==> src/rtl/prod_accum4_pkg.sv <==
// prod_accum4_pkg: state encoding, product limit and default sizing for the product accumulator
package prod_accum4_pkg;
  typedef enum logic [1:0] {IDLE, ACCUM, DONE} state_t;
  localparam logic [7:0] MAX_PRODUCT = 8'd225;
  localparam int DEF_MAX_TERMS = 16;
  localparam int DEF_ACC_W = 12;
endpackage

==> src/rtl/prod_accum4.sv <==
// prod_accum4: sums {Cout,Z} product beats per frame (in_valid/in_ready in, out_valid/out_ready with acc/terms/range_err out)
module prod_accum4
  import prod_accum4_pkg::*;
#(
  parameter int MAX_TERMS = DEF_MAX_TERMS,
  parameter int ACC_W = DEF_ACC_W
) (
  input  logic             clk,
  input  logic             rst,
  input  logic             in_valid,
  output logic             in_ready,
  input  logic [6:0]       Z,
  input  logic             Cout,
  input  logic             in_last,
  output logic             out_valid,
  input  logic             out_ready,
  output logic [ACC_W-1:0] acc,
  output logic [4:0]       terms,
  output logic             range_err
);
  state_t state_q, state_d;
  logic [ACC_W-1:0] acc_q, acc_d;
  logic [4:0] terms_q, terms_d, terms_nx;
  logic err_q, err_d;
  logic [7:0] prod;
  logic xfer, first, close;
  always_ff @(posedge clk) begin
    if (rst) begin
      state_q <= IDLE;
      acc_q <= '0;
      terms_q <= '0;
      err_q <= 1'b0;
    end else begin
      state_q <= state_d;
      acc_q <= acc_d;
      terms_q <= terms_d;
      err_q <= err_d;
    end
  end
  always_comb begin
    prod = {Cout, Z};
    xfer = in_valid && state_q != DONE;
    first = state_q == IDLE;
    terms_nx = first ? 5'd1 : terms_q + 5'd1;
    close = in_last || terms_nx == 5'(MAX_TERMS);
    state_d = state_q == DONE ? (out_ready ? IDLE : DONE) : xfer ? (close ? DONE : ACCUM) : state_q;
    acc_d = xfer ? (first ? ACC_W'(prod) : acc_q + ACC_W'(prod)) : acc_q;
    terms_d = xfer ? terms_nx : terms_q;
    err_d = xfer ? (prod > MAX_PRODUCT || (!first && err_q)) : err_q;
  end
  always_comb begin
    in_ready = state_q != DONE;
    out_valid = state_q == DONE;
  end
  assign acc = acc_q;
  assign terms = terms_q;
  assign range_err = err_q;
endmodule

==> config.mk <==
export PLATFORM = sky130hd
export DESIGN_NAME = prod_accum4
export DESIGN_NICKNAME = d
export VERILOG_FILES = /design/src/rtl/prod_accum4_pkg.sv /design/src/rtl/prod_accum4.sv
export SDC_FILE = /design/constraint.sdc
export NUM_CORES = 1
export LEC_CHECK = 0
export CAP_MARGIN = 0
export CORE_ASPECT_RATIO = 0.5
export CORE_MARGIN = 2
export CORE_UTILIZATION = 30
export DETAILED_ROUTE_END_ITERATION = 12
export GPL_ROUTABILITY_DRIVEN = 0
export MAX_ROUTING_LAYER = met4
export SETUP_SLACK_MARGIN = 0.1
export SLEW_MARGIN = 30
export SYNTH_ARGS = -nofsm -noshare
export SYNTH_HDL_FRONTEND = slang
export SYNTH_SLANG_ARGS = --single-unit
export TNS_END_PERCENT = 10
==> constraint.sdc <==
create_clock -name clk -period 2.7 [get_ports clk]
set_input_delay 0.405 -clock clk [delete_from_list [all_inputs] [get_ports clk]]
set_output_delay 0.405 -clock clk [all_outputs]
set_load 0.01 [all_outputs]
==> results.toml <==
[clock_tree]
clockBufferDepth = 2
cts_root_buf = "clkbuf_8"
clkTransAtPathRegs_ns = 0.09
cts-htree-levels = 1
clk_latency_ns = 0.27
cts_setup_buffers = 0
cts_resized = 0
cts_tree = "yes"
hold_buffers = 0
numCtsBuffers = 3
clock-sinks = 20

[worst_setup_path]
crit_required_ns = 2.86
crit_slowest_cell = "clkdlybuf4s50_1"
path_cells = "clkdlybuf4s50_1 > ha_1 > inv_1 > fa_1 > nor2b_1 > o31a_1 > o211ai_2 > nand4_1 > or3b_1"
worst-setup-path-type = "primary input to register"
crit_arrival_ns = 2.56
cpPeakStageDelay_ns = 0.48
startpoint_type = "primary input"
crit_path_end_kind = "register"
path_max_fanout = 5

[layout]
final_cell_mix = "clkdlybuf4s50_1, dfxtp_1, nor2_1"
multi_input_area_sq_um = 918
nFillCells = 435
diodes = 0
final_common_cell = "clkdlybuf4s50_1"
areaGrowthSynthToFinish_pct = 33.3
drive_above_1_share_pct = 8.54
register_area_sq_um = 400
layout.nets = 223

[run]
cap_violations = 0

[logic_synthesis]
netlist_instances = 166
yosys.area.top_type = "dfxtp_1"
synth_seq_area_share_pct = 29.0
dominantRegCellSynth = "dfxtp_1"
async_flop_share_pct = 0
syn_area_sq_um = 1380
synth.distinct_cells = 50
syn_area_per_cell_sq_um = 8.32
synth_edf_count = 0
synth_top_area_share_pct = 29.0
synth_nets = 189
ys_ff_latch = 20
ys_warn_count = 0
netlist_top_cells_area = "dfxtp_1, ha_1, a211oi_1"

[die]
die-area_sq_um = 5200
die_width_microns = 100
coreArea_sq_um = 4400
boundaryPins = 33
initial_core_util_pct = 31.4
fp-row-count = 17
die_y_microns = 52.0

[timing]
setup_viol = 0
rsz0062_at_grt = "false"
drv_slew = 0
final_hold_viol_count = 0
relSlewSlack_pct = 59.5
post-route-min-period_ns = 2.40
fin_crit_sh_pct = 88.9
skew_ns = 0.00327
holdWs_ns = 0.461
tightest_slew_ns = 0.608
fin_tns_setup_ns = 0
fmax_ghz = 0.416

[detailed_routing]
avgRoutedWirePerCell_microns = 14.4
drt-total-wl_mm = 3.69
drt_iter0_drc = 51
vias = 1376
detail-route-antenna-nets = 0
first_pass_iters = 4
viasPerCell = 5.38
drc = 0

[pwr]
ir_drop_uv = 230
leakage_nw = 0.664
power.total_mw = 0.971
p_per_area_nw_per_um2 = 527

[grt]
antenna_found_initial = 0
grtUsageTotal_pct = 15.2
grt_pass1_vias = 1231
grt_pass1_wl_mm = 6.00
grt_max_degree = 15
grt-ovfl-total = 0

[hold_path]
hold_class = "register to register"

[placed_design]
post-dp-hpwl_mm = 2.70
io_buffers = 32

[status]
status = "complete, no violations"
kinds of logic after synthesis:
| family | Yosys count | synth area share (%) |
|---|---|---|
| simple gates | 63 | 25.5 |
| xor+xnor | 3 | 1.90 |
| flops | 20 | 29.0 |
| fa+ha+maj | 10 | 9.60 |
| mux | 1 | 0.725 |
| compound gates | 55 | 28.8 |
| buf+inv | 14 | 4.53 |
routing by layer:
metal,track usage [%],share of wire (%)
met1,20.4,53
met2,23.8,44
met3,3.23,2.7
met4,3.65,0.90
met5,-,0
cell usage after synthesis, types with 3 or more instances:
master and n:
nor2_1 15, or3_1 3, inv_1 6, a21oi_1 8
nor3_1 8, nor2b_1 4, clkbuf_1 3, a211oi_1 12
o21ai_0 8, nand3_1 3, a32oi_1 4, a311oi_1 3
dfxtp_1 20, nand4_1 4, nand2_1 8, ha_1 9
nand2b_1 3
worst paths after layout:
kind,startpoint,to,slack [ns],cells after the start
max,Z[0],acc[8],0.30,9
min,range_err,range_err,0.46,2
max reg2reg,acc[0],acc[8],0.55,8
min reg2reg,range_err,range_err,0.46,2
layout make-up:
type	instances	share of cell area, %
timing repair buffer	37	19.4
clock inverter	1	1.63
sequential	20	21.7
multi-input combinational	132	49.9
tap	57	3.87
inverter	6	1.22
clock buffer	3	2.24
power by group:
part	switching, mW	internal [mW]	leakage (nW)
clock	0.119	0.198	0.0357
combinational	0.162	0.148	0.464
sequential	0.0269	0.317	0.164
total	0.308	0.663	0.664
registers in the layout (all words and copies together), names as in the netlist:
name,flops
acc,12
state_q,2
terms,5
range_err,1
per-stage QoR:
step | std cells | util (%) | worst slack [ns] | instance area, sq um
after floorplan | 166 | - | 0.689 | 1380
after global placement | 252 | 40.2 | 0.101 | 1770
after detailed placement | 252 | 40.2 | 0.0698 | 1770
after CTS | 256 | 41.8 | 0.323 | 1840
after global routing | 256 | 41.8 | 0.145 | 1840
final | 256 | 41.8 | 0.299 | 1840
critical path: cells and delay by family:
kind / cells / cell delay, ns
buffers and inverters: 2 / 0.55
AND/OR/NAND/NOR: 3 / 0.63
adder cells (fa/ha/maj): 2 / 0.59
AO/OA/AOI/OAI: 2 / 0.37
(Power assumes the default switching activity.)
